$ cat config.mk
export PLATFORM = sky130hd
export DESIGN_NAME = tx_seq_ctrl
export DESIGN_NICKNAME = d
export VERILOG_FILES = /design/src/rtl/tx_seq_pkg.sv /design/src/rtl/tx_seq_table.sv /design/src/rtl/tx_seq_ctrl.sv
export SDC_FILE = /design/constraint.sdc
export NUM_CORES = 1
export LEC_CHECK = 0
export ABC_AREA = 0
export BUFFER_PORTS_ARGS = -buffer_cell sky130_fd_sc_hd__buf_2
export CAP_MARGIN = 10
export CORE_MARGIN = 2
export CORE_UTILIZATION = 55
export DETAILED_ROUTE_END_ITERATION = 16
export PLACE_DENSITY = 0.73
export SLEW_MARGIN = 10
export SYNTH_ARGS = -nofsm -noshare
export SYNTH_HDL_FRONTEND = slang
export SYNTH_SLANG_ARGS = --single-unit
$ cat constraint.sdc
create_clock -name clock -period 10.05 [get_ports clock]
set_clock_uncertainty 0.05 [all_clocks]
set_input_delay 1.5075 -clock clock [delete_from_list [all_inputs] [get_ports clock]]
set_output_delay 1.5075 -clock clock [all_outputs]
set_load 0.005 [all_outputs]
$ cat src/rtl/tx_seq_pkg.sv
// tx_seq_pkg: shared types and helpers for the tx_core control sequencer.
//   tx_seq_entry_t : packed table entry {dwell, phase_inc, sel} at the default dwell width
//   tx_seq_state_t : sequencer states
//   sel_to_chan()  : maps a DAC source select to the DDS channel whose increment it loads
package tx_seq_pkg;

    localparam int TX_SEQ_DEPTH   = 16;
    localparam int TX_SEQ_DWELL_W = 24;

    typedef struct packed {
        logic [TX_SEQ_DWELL_W-1:0] dwell;
        logic [15:0]               phase_inc;
        logic [2:0]                sel;
    } tx_seq_entry_t;

    typedef enum logic [1:0] {
        IDLE      = 2'd0,
        RUN       = 2'd1,
        WAIT_TRIG = 2'd2
    } tx_seq_state_t;

    // Sources 1/4, 2/5 and 3/6 share DDS channels 1, 2 and 3; 0 and 7 use no DDS.
    function automatic logic [1:0] sel_to_chan(input logic [2:0] sel);
        return (sel == 3'd0 || sel == 3'd7) ? 2'd0 :
               (sel > 3'd3)                 ? 2'(sel - 3'd3) : sel[1:0];
    endfunction

endpackage

$ cat src/rtl/tx_seq_table.sv
// tx_seq_table: DEPTH x W entry register file, one synchronous write port,
// one combinational read port. Contents are not reset.
//   clock   in  system clock
//   wr_en   in  write strobe
//   wr_addr in  write address
//   wr_data in  write data
//   rd_addr in  read address
//   rd_data out read data (old contents when read and write hit the same address)
module tx_seq_table #(
    parameter int DEPTH  = 16,
    parameter int W      = 43,
    localparam int ADDR_W = $clog2(DEPTH)
) (
    input  logic              clock,
    input  logic              wr_en,
    input  logic [ADDR_W-1:0] wr_addr,
    input  logic [W-1:0]      wr_data,
    input  logic [ADDR_W-1:0] rd_addr,
    output logic [W-1:0]      rd_data
);

    logic [W-1:0] mem [DEPTH];

    always_ff @(posedge clock) begin
        if (wr_en) mem[wr_addr] <= wr_data;
    end

    assign rd_data = mem[rd_addr];

endmodule

$ cat src/rtl/tx_seq_ctrl.sv
// tx_seq_ctrl: steps through a programmable table of {sel, phase_inc, dwell} entries and
// drives the tx_core control inputs, holding each entry for max(dwell,1) cycles.
// Optional feature macro: TX_SEQ_EXT_TRIG_EN (adds ext_trig port and WAIT_TRIG state;
// after each dwell the sequencer waits for an ext_trig pulse before advancing).
//   clock          in  system clock
//   resetn         in  synchronous active-low reset
//   cfg_wr_en      in  table write strobe
//   cfg_wr_addr    in  table write address
//   cfg_wr_data    in  {dwell, phase_inc, sel}
//   num_entries    in  active entry count, sampled on accepted start, clamped to DEPTH
//   loop_en        in  wrap to entry 0 after the last entry
//   start          in  start level, acted on in IDLE only
//   stop           in  abort; outputs hold
//   ext_trig       in  advance trigger (TX_SEQ_EXT_TRIG_EN only)
//   output_select  out tx_core source select
//   dds_phase_inc1..3 out tx_core DDS phase increments
//   update         out pulse in the cycle a new entry appears
//   busy           out not IDLE
//   done           out pulse on single-pass completion
//   cur_index      out index of the applied entry
module tx_seq_ctrl
    import tx_seq_pkg::*;
#(
    parameter int DEPTH   = TX_SEQ_DEPTH,
    parameter int DWELL_W = TX_SEQ_DWELL_W,
    localparam int ADDR_W  = $clog2(DEPTH),
    localparam int ENTRY_W = 19 + DWELL_W
) (
    input  logic               clock,
    input  logic               resetn,
    input  logic               cfg_wr_en,
    input  logic [ADDR_W-1:0]  cfg_wr_addr,
    input  logic [ENTRY_W-1:0] cfg_wr_data,
    input  logic [ADDR_W:0]    num_entries,
    input  logic               loop_en,
    input  logic               start,
    input  logic               stop,
`ifdef TX_SEQ_EXT_TRIG_EN
    input  logic               ext_trig,
`endif
    output logic [2:0]         output_select,
    output logic [15:0]        dds_phase_inc1,
    output logic [15:0]        dds_phase_inc2,
    output logic [15:0]        dds_phase_inc3,
    output logic               update,
    output logic               busy,
    output logic               done,
    output logic [ADDR_W-1:0]  cur_index
);

    localparam logic [1:0] S_IDLE = IDLE;
    localparam logic [1:0] S_RUN  = RUN;
    localparam logic [1:0] S_WAIT = WAIT_TRIG;

    logic [1:0]         state, state_nxt;
    logic [DWELL_W-1:0] cnt;
    logic [ADDR_W-1:0]  last_idx, rd_addr;
    logic [ADDR_W:0]    n_clamp;
    logic [ENTRY_W-1:0] rd_data;
    logic [2:0]         rd_sel;
    logic [15:0]        rd_inc;
    logic [DWELL_W-1:0] rd_dwell;
    logic [1:0]         chan;
    logic               start_ok, last_hit, expire, to_wait, apply, finish;

    tx_seq_table #(.DEPTH(DEPTH), .W(ENTRY_W)) u_table (
        .clock   (clock),
        .wr_en   (cfg_wr_en),
        .wr_addr (cfg_wr_addr),
        .wr_data (cfg_wr_data),
        .rd_addr (rd_addr),
        .rd_data (rd_data)
    );

    assign rd_sel   = rd_data[2:0];
    assign rd_inc   = rd_data[18:3];
    assign rd_dwell = rd_data[ENTRY_W-1:19];

    always_comb begin
        n_clamp  = (num_entries > (ADDR_W+1)'(DEPTH)) ? (ADDR_W+1)'(DEPTH) : num_entries;
        start_ok = state == S_IDLE && start && !stop && n_clamp != '0;
        last_hit = cur_index == last_idx;
`ifdef TX_SEQ_EXT_TRIG_EN
        expire   = state == S_WAIT && ext_trig && !stop;
        to_wait  = state == S_RUN && cnt == '0 && !stop;
`else
        expire   = state == S_RUN && cnt == '0 && !stop;
        to_wait  = 1'b0;
`endif
        // expire is the advance/wrap/finish decision point for the current entry
        apply     = start_ok || (expire && (!last_hit || loop_en));
        finish    = expire && last_hit && !loop_en;
        rd_addr   = (start_ok || last_hit) ? '0 : cur_index + 1'b1;
        chan      = sel_to_chan(rd_sel);
        state_nxt = ((stop && state != S_IDLE) || finish) ? S_IDLE :
                    apply   ? S_RUN  :
                    to_wait ? S_WAIT : state;
    end

    always_ff @(posedge clock) begin
        if (!resetn) begin
            state          <= S_IDLE;
            cnt            <= '0;
            last_idx       <= '0;
            output_select  <= 3'd1;
            dds_phase_inc1 <= '0;
            dds_phase_inc2 <= '0;
            dds_phase_inc3 <= '0;
            update         <= 1'b0;
            busy           <= 1'b0;
            done           <= 1'b0;
            cur_index      <= '0;
        end else begin
            state  <= state_nxt;
            busy   <= state_nxt != S_IDLE;
            update <= apply;
            done   <= finish;
            if (start_ok) last_idx <= ADDR_W'(n_clamp - 1'b1);
            if (apply) begin
                output_select <= rd_sel;
                cur_index     <= rd_addr;
                // loading dwell-1 makes the entry visible for exactly max(dwell,1) cycles
                cnt           <= (rd_dwell == '0) ? '0 : rd_dwell - 1'b1;
            end else if (state == S_RUN && cnt != '0) begin
                cnt <= cnt - 1'b1;
            end
            if (apply && chan == 2'd1) dds_phase_inc1 <= rd_inc;
            if (apply && chan == 2'd2) dds_phase_inc2 <= rd_inc;
            if (apply && chan == 2'd3) dds_phase_inc3 <= rd_inc;
        end
    end

endmodule

After elaboration in Yosys (flattened, before gate mapping)
Memory sizes are Yosys's and may differ from the RTL's. Cells that the tools add are included.

Order comparisons: 2. Shifts and indexed selects: 0. Multiply operators: 0. Muxes and demuxes: 11. Div/mod/pow operators: 0. Add/sub/neg operators: 5. Bitwise operators: 0. Reduce and logical (&&, ||, !) cells: 30. Equality and inequality tests: 6.

Operator list (count): two-way mux 24 bit (3); zero test 24 bit (2); subtractor 24 x 1 -> 24 bit (second input constant) (2); nonzero test 24 bit (1); logical AND 1 bit (13); two-way mux 2 bit (4); nonzero test 2 bit (3); greater-than comparator 5 bit (second input constant) (1); logical OR 1 bit (5); two-way mux 5 bit (1); nonzero test 5 bit (1); adder 4 x 1 -> 4 bit (second input constant) (1); == test 2 x 1 -> 1 bit (second input constant) (2); == test 2 bit (second input constant) (2); == test 4 bit (1); two-way mux 4 bit (1); subtractor 4 x 1 -> 4 bit (second input constant) (1); == test 3 bit (second input constant) (1); greater-than comparator 3 x 2 -> 1 bit (second input constant) (1); zero test 1 bit (3); zero test 3 bit (1); zero test 2 bit (1); two-way mux 1 bit (2); subtractor 2 bit (second input constant) (1).

Memories: 1. Logic and storage cells: 66. Bits in registers: 88. ROM bits: 0. Output and inout port bits: 58. Memory bits (writable): 688. Bits in latches: 0.

Memory list: u_table.mem (depth 16, width 43, read ports 1, clocked after memory_dff 0, wr ports 1, line tx_seq_table.sv:22) `logic [W-1:0] mem [DEPTH];`.

Longest topological paths before layout
Gate-level depths: netlist of run 1. An unclocked memory read counts as a cell.

Depth in word-level cells: 12. Depth in mapped cells: 19.

By module
Synthesis of run 1 repeated with hierarchy kept, for this count alone.

Cells, all modules: 1607. Area total of the unflattened synthesis: 30480.5 µm².

Modules (own cells, without submodules): tx_seq_table (area an instance 25778.5 µm², times used 1, cells an instance 1073); tx_seq_ctrl (area an instance 4702.0 µm², times used 1, cells an instance 534).

Worst setup path before layout of run 1
OpenSTA, ideal clock, no wires.

Kind: input-to-reg. Start: input cfg_wr_addr[2]. End: memory u_table.mem[0][0] (enable). Path buffers: 0. Arrival: 4.963 ns. Slack: 4.540 ns. Stages on the path: 2. Data required time: 9.503 ns. Path through: or3b_2 > nor3_1.

RTL lines: start: declaration (line tx_seq_ctrl.sv:32) `input logic [ADDR_W-1:0] cfg_wr_addr,`; end: declaration (line tx_seq_table.sv:22).

No word-level cell before the write port.

Worst setup path in the final report of run 1
Start: input num_entries[4]. End: register dds_phase_inc3[1].

Word-level cells in the longest chain between the ends: 12. Elaborated cells between the ends (all ways): 17. Classes of those cells: 1 x add/sub; 2 x order compare; 2 x eq/ne; 4 x mux; 7 x reduce/logical; 1 x memory.

Ends and longest elaborated chain: start: declaration (line tx_seq_ctrl.sv:34) `input logic [ADDR_W:0] num_entries,`; greater-than comparator 5 bit (line tx_seq_ctrl.sv:80) `n_clamp = (num_entries > (ADDR_W+1)'(DEPTH)) ? (ADDR_W+1)'(DEPTH) : num_entries;`; two-way mux 5 bit (*) (line tx_seq_ctrl.sv:80); nonzero test 5 bit (*) (line tx_seq_ctrl.sv:81) `start_ok = state == S_IDLE && start && !stop && n_clamp != '0;`; logical AND 1 bit (*) (line tx_seq_ctrl.sv:81); logical OR 1 bit (line tx_seq_ctrl.sv:93) `rd_addr = (start_ok || last_hit) ? '0 : cur_index + 1'b1;`; two-way mux 4 bit (line tx_seq_ctrl.sv:93); memory read (16 x 43 bit); greater-than comparator 3 x 2 -> 1 bit, or another cell as far along (line tx_seq_pkg.sv:25) `(sel > 3'd3) ? 2'(sel - 3'd3) : sel[1:0];`; two-way mux 2 bit / logical OR 1 bit (equally long branches) (line tx_seq_pkg.sv:25, tx_seq_pkg.sv:24); two-way mux 2 bit (line tx_seq_pkg.sv:24) `return (sel == 3'd0 || sel == 3'd7) ? 2'd0 :`; == test 2 bit (line tx_seq_ctrl.sv:129) `if (apply && chan == 2'd3) dds_phase_inc3 <= rd_inc;`; logical AND 1 bit (line tx_seq_ctrl.sv:129); end signal: assignment (line tx_seq_ctrl.sv:129); end: declaration (line tx_seq_ctrl.sv:44) `output logic [15:0] dds_phase_inc3,`.

Every way passes the cells marked *; elsewhere a longest branch is shown, timed or not. A chain may end at the register's enable or synchronous reset.

==> results of run 1 <==
stage by stage:
step	total power, mW	hold WS, ns	util [%]	setup slack, ns
after global placement	4.214	0.3939	57.64	3.153
after global routing	7.166	0.4404	61.85	2.999
after detailed placement	4.237	0.4048	57.64	2.887
after CTS	6.981	0.4129	61.85	3.392
final	6.974	0.4089	61.85	3.277
after floorplan	4.035	0.4051	-	4.540
where the power goes:
group          leakage, nW  switching (mW)  internal, mW
clock network         1.19            1.19          1.60
registers             6.93          0.0327          3.59
logic                 3.54           0.393         0.171
total                 11.7            1.62          5.36
Yosys cell counts, types with 30 or more instances:
| cell | n |
|---|---|
| a211oi_1 | 30 |
| a21oi_1 | 48 |
| buf_2 | 38 |
| clkbuf_1 | 82 |
| dfxtp_1 | 88 |
| edfxtp_1 | 688 |
| mux2_2 | 30 |
| mux2i_1 | 61 |
| nand2_1 | 272 |
| nand3_1 | 253 |
| nor2_1 | 66 |
| nor2b_1 | 36 |
| nor3_1 | 39 |
| o21ai_0 | 103 |
| xnor2_1 | 31 |
final timing paths:
kind | slack [ns] | to | depth (start not counted) | start
min | 0.41 | dds_phase_inc2[6] | 2 | dds_phase_inc2[6]
max | 3.28 | dds_phase_inc3[1] | 16 | num_entries[4]
max reg2reg | 3.59 | dds_phase_inc3[1] | 13 | cur_index[0]
min reg2reg | 0.41 | dds_phase_inc2[6] | 2 | dds_phase_inc2[6]
per-layer routing:
layer  GRT usage, %  vias to the layer above
li1               -                     8993
met4          10.63                        6
met2          45.61                     1412
met5              0                        -
met1          38.87                    10324
met3          6.036                      211
cell type report:
class / instances / area [sq um] / share of cell area, %
sequential: 776 / 22430 / 63.08
clock buffer: 91 / 1989 / 5.596
antenna: 1 / 2.502 / 0.007039
clock inverter: 46 / 431.7 / 1.214
timing repair buffer: 162 / 928.4 / 2.611
inverter: 14 / 52.55 / 0.1478
multi-input combinational: 1343 / 8763 / 24.65
tap: 765 / 957.2 / 2.692
worst max-delay path, stage by stage:
cell,delay [ns]
buf_2,0.15
nand2b_1,0.15
ha_1,0.21
or4b_4,0.53
a21oi_2,0.75
nand2_4,0.59
buf_4,0.56
nand3_1,0.16
a311o_1,0.21
o21ai_1,0.16
ha_1,0.26
or3_1,0.37
o22ai_1,0.24
nand3b_1,0.74
nand3_1,0.37
o21ai_0,0.15
registers in the layout, indices dropped and copies added, names as in the netlist:
name	flops
cnt	24
dds_phase_inc3	16
busy	1
state	2
dds_phase_inc1	16
cur_index	4
output_select	3
u_table.mem	688
dds_phase_inc2	16
update	1
done	1
last_idx	4
logic make-up after synthesis:
logic type,after synthesis,synth area share [%]
XOR/XNOR,49,1.409
AO/OA/AOI/OAI,407,9.039
AND/OR/NAND/NOR,764,11.59
flip-flops,776,70.52
multiplexers,116,4.753
adder cells (fa/ha/maj),7,0.2754
buffers and inverters,171,2.416
==> results.md, run 1 <==
- Top cell type's share of synthesized area: 64.97%
- Fmax: 0.1476 GHz
- Final non-filler cell area: 35550 sq um
- RSZ-0062 raised after global routing: no
- Area leader, netlist: edfxtp_1
- Final setup vio count: 0
- Clk_lat worst skew: 0.63 ns
- Status: completed
- Final period util: 67.39%
- CTS tree: built
- Setup Crit Path Kind: in2reg
- DRT iter0 DRCs: 2964
- Transition time of the tightest slew-check pin: 1.291 ns
- Antenna Violating Nets Remaining: 0
- Detail Route met3 WL: 9.998 mm
- Mapped Cells: 2290
- Vias: 20946
- Placed Area: 33130 sq um
- H-tree Lvls: 3
- PD cells: 196.2 nW/um^2
- First-pass GRT wire length: 127.1 mm
- Layout net count: 2437
- Leak Pwr: 11.66 nW
- Inst Count DP: 3060
- Setup bufs post-CTS: 0
- Initial core utilization: 55.32%
- Clock buffer depth: 3
- Post-CTS Hold Fix Bufs: 0
- IO Port Bufs: 115
- Die Area: 59750 sq um
- GRT Overall Usage: 28.55%
- Async SR Flop Fraction: 0%
- Worst path arrival time: 7.17 ns
- YS warnings: 0
- Total wire length: 85.35 mm
- Post_cts resized: 0
- DRC violations left: 0
- CP Max Fanout: 57
- Seq cells post-synth: 776
- Share of layout cells above drive strength 1: 15.67%
- M1 wire length: 32.50 mm
- Vias in the first global route: 20548
- Post-Syn Nets: 2355
- CTS buffer count: 75
- Most frequent cells in the layout: 688 x edfxtp_1, 271 x nand2_1, 251 x nand3_1, 115 x buf_2, 103 x o21ai_0
- Clock Tree Root: clkbuf_16
- Met2 routed WL: 40.19 mm
- Required time worst endpoint: 10.44 ns
- Routed length per instance: 26.69 um
- CP endpoint kind: flip-flop
- RePlAce Congestion: 0.8958
- Sum Neg Setup Slack: 0 ns
- Post-layout min period: 6.773 ns
- Initial antenna violation count: 7
- DR vias/cell: 6.550
- DR top layer: met5
- Ports: 116
- Drt first pass iters: 8
- Main area contributors after synthesis: edfxtp_1 65%, dfxtp_1 5.5%, nand3_1 4.0%, nand2_1 3.2%, mux2i_1 1.9%
- Largest net degree at the start of global routing: 82
- FILL cells: 4221
- CP startpoint kind: primary input
- Relative slew slack: 13.69%
- Clock sinks: 776
- Hold Fails Final Rpt: 0
- Maxcap violations: 0
- Avg Inst Size Synth: 13.89 sq um
- Prevailing post-synth register cell: edfxtp_1
- Netlist Area Pre-Place: 31800 sq um
- Chip Height: 244.4 um
- Slew Viols, Final: 0
- Clock-pin slew on the worst setup and hold paths: 0.06 ns
- Fin cells: 3198
- Commonest non-fill, non-tap cell in the layout: edfxtp_1
- GR Overflow Total: 0
- Peak VDD IR: 126.6 uV
- Die width: 244.4 um
- Path category of the worst min-delay check: reg2reg
- Row cnt: 88
- Layout area overhead: 11.80%
- Number of synthesized flops with an enable pin: 688
- Seq/Total Area, Yosys: 70.52%
- Hpwl dp: 46.25 mm
- Synth unique cells: 87
- Core Region: 57480 sq um
No activity file was read; power rests on OpenSTA's default activity.
==> inputs of run 2 (changes only) <==
- ABC_AREA: 0 -> 1
- PLACE_DENSITY: 0.73 -> 0.76
- clock period: 10.05 -> 6 ns (I/O delays scaled with it)
==> run 2 against run 1 <==
Flip-flop and latch count is the same. Power is 90% higher. Critical endpoint is now dds_phase_inc1[11]. Setup slack lost 2.6 ns. Global-route usage shrank 0.49 points. Final area up 3.6%.
==> results.md, run 2 <==
- Status: completed
- Area leader, netlist: edfxtp_1
- Cell with the most instances after synthesis: edfxtp_1
- Worst Hold Margin: 0.4332 ns
- GRT Overall Usage: 28.06%
- CTS tree: built
- Layout area overhead: 11.26%
- Post-Syn Nets: 3008
- CP Max Fanout: 43
- Most frequent cells in the layout: 688 x edfxtp_1, 504 x nand2_1, 359 x nor2_1, 298 x nand3_1, 184 x inv_1
- Largest net degree at the start of global routing: 98
- Netlist Area Pre-Place: 33090 sq um
- Commonest cells post-synth: 688 x edfxtp_1, 504 x nand2_1, 375 x nor2_1, 298 x nand3_1, 184 x inv_1
- Async SR Flop Fraction: 0%
- Final period util: 88.22%
- Worst Setup EP: dds_phase_inc1[11]
- DR vias/cell: 6.098
- Setup Crit Path Kind: reg2reg
- Avg Inst Size Synth: 11.25 sq um
- Sum Neg Setup Slack: 0 ns
- Seq/Total Area, Yosys: 67.75%
- Top flop regs: u_table.mem: 688 flops, cnt: 24 flops
- Relative slew slack: 19.56%
- Final setup vio count: 0
- YS warnings: 0
- Core Region: 59240 sq um
- Worst R2R Start: cur_index[0]
- CTS buffer count: 78
- CP startpoint kind: flip-flop
- Number of synthesized flops with an enable pin: 688
- Post-layout min period: 5.293 ns
- Share of layout cells above drive strength 1: 12.82%
- Row cnt: 89
- FILL cells: 4439
- Required time worst endpoint: 6.53 ns
- Ports: 116
- Setup bufs post-CTS: 0
- Fin cells: 3842
- Area of the multi-input gates: 9104 sq um
- Max FFs per register: 688
- IO Port Bufs: 115
- Chip Height: 249.3 um
- Mapped Cells: 2943
- Peak VDD IR: 258.9 uV
- First-pass GRT wire length: 133.5 mm
- RSZ-0062 raised after global routing: no
- Maxcap violations: 0
- Initial antenna violation count: 10
- R2r setup slk: 0.71 ns
- Hpwl dp: 48.63 mm
- Clock Tree Root: clkbuf_16
- Post_cts resized: 0
- GR Overflow Total: 0
- Clock-pin slew on the worst setup and hold paths: 0.06 ns
- Clock buffer depth: 3
- Die Area: 62150 sq um
- Post-CTS Hold Fix Bufs: 0
- Routed length per instance: 22.83 um
- Drt first pass iters: 6
- Path category of the worst min-delay check: reg2reg
- Vias: 23428
- Inst Count DP: 3700
- Hold Fails Final Rpt: 0
- Vias in the first global route: 23074
- Leak Pwr: 13.78 nW
- Layout net count: 3072
- Critical path origin: cur_index[0]
- Largest reg by FF count: u_table.mem
- CP endpoint kind: flip-flop
- Transition time of the tightest slew-check pin: 1.204 ns
- Worst path arrival time: 5.82 ns
- Main area contributors after synthesis: edfxtp_1 62%, nand2_1 5.7%, dfxtp_1 5.3%, nand3_1 4.5%, nor2_1 4.3%
- Synth unique cells: 45
- Register area: 22420 sq um
- Die width: 249.3 um
- Total wire length: 87.70 mm
- Antenna Violating Nets Remaining: 0
- Clock sinks: 776
- Top cell type's share of synthesized area: 62.43%
- PD cells: 359.6 nW/um^2
- Slew Viols, Final: 0
- Initial core utilization: 55.86%
- RePlAce Congestion: 0.9237
- DRT iter0 DRCs: 2767
- Fmax: 0.1889 GHz
- H-tree Lvls: 3
- Seq cells post-synth: 776
- Prevailing post-synth register cell: edfxtp_1
- R2R depth: 21
- DRC violations left: 0
- Commonest non-fill, non-tap cell in the layout: edfxtp_1
- Clk_lat worst skew: 0.65 ns
- Crit Reg-Reg Endpoint: dds_phase_inc1[11]
## run 2: cell types whose count changed in the layout (fill, tap and decap cells not counted), sizes merged, moves of 24 or more
| cell | before | now |
|---|---|---|
| nor2 | 70 | 390 |
| nand2 | 273 | 510 |
| inv | 19 | 201 |
| nand4 | 8 | 85 |
| or2 | 1 | 66 |
| nand3 | 254 | 302 |
| o211ai | 27 | 70 |
| nor2b | 36 | 0 |
| nor3 | 41 | 5 |
| a211oi | 33 | 2 |
| mux2 | 30 | 0 |
| a221oi | 29 | 1 |
| mux4 | 25 | 0 |
| xnor2 | 31 | 7 |
## run 2: metrics by stage
step	power (mW)	instance area (sq um)	utilization (%)	setup slack, ns
floorplan	7.730	33090	-	2.361
global placement	8.279	34200	57.74	0.8077
detailed placement	8.339	34200	57.74	0.5252
CTS	13.25	36810	62.14	0.7871
global route	13.70	36820	62.15	0.3498
finish	13.24	36820	62.15	0.7068
## run 2: worst min-delay path by stage
stage                                  start                 end  slack [ns]  depth (start not counted)
after detailed placement   dds_phase_inc2[5]   dds_phase_inc2[5]        0.42                          2
after global placement           last_idx[1]         last_idx[1]        0.40                          2
after global routing      dds_phase_inc2[15]  dds_phase_inc2[15]        0.45                          2
after CTS                  dds_phase_inc2[5]   dds_phase_inc2[5]        0.44                          2
after floorplan                  last_idx[1]         last_idx[1]        0.39                          2
final                      dds_phase_inc2[5]   dds_phase_inc2[5]        0.43                          2
## run 2: report_power, final
| group | internal [mW] | switching, mW | total, mW |
|---|---|---|---|
| Combinational | 0.622 | 1.52 | 2.14 |
| Clock | 2.87 | 2.10 | 4.97 |
| Sequential | 6.04 | 0.0810 | 6.13 |
| Total | 9.54 | 3.71 | 13.2 |
## run 2: metal layers
layer,part of all wire [%],GRT usage [%],up-vias
met3,9.1,4.807,249
met2,48,46.34,1254
li1,-,-,10515
met4,4.5,14.66,8
met5,0.049,0,-
met1,38,35.77,11402
## run 2: kinds of logic (layout without fill, tap and decap cells)
kind of cell             count (synthesis)  in the layout  synth area share [%]
flip-flops                             776            776                 67.75
AO/OA/AOI/OAI                          354            354                 6.726
buffers and inverters                  375            497                 5.187
other                                    0              4                     0
multiplexers                            49             49                 1.482
XOR/XNOR                                15             15                0.3970
AND/OR/NAND/NOR                       1367           1367                 18.19
adder cells (fa/ha/maj)                  7              7                0.2646
## run 2: worst max-delay path, stage by stage (launching register included)
cell and delay [ns]:
dfxtp_1 0.49, inv_6 0.39, nand2_2 0.08, nand2_2 0.09
nor2_4 0.04, nand2_4 0.39, nand3_4 0.46, inv_4 0.50
buf_4 0.41, nand2_1 0.10, nand2_1 0.08, nand2_1 0.06
nand3_1 0.15, nand3_1 0.12, nand2_1 0.16, nand2_1 0.08
o21ai_1 0.11, nand3_1 0.15, nor2_2 0.84, buf_4 0.28
nor2_1 0.05, nor2_1 0.09
## run 2: final cells by class
cell class / instances / share of cell area (%)
diodes: 4 / 0.02718
clock buffers: 96 / 5.600
clock inverters: 42 / 1.482
inverters: 195 / 2.018
multi-input cells: 1792 / 24.72
flip-flops and latches: 776 / 60.89
well taps: 773 / 2.627
repair buffers: 164 / 2.630
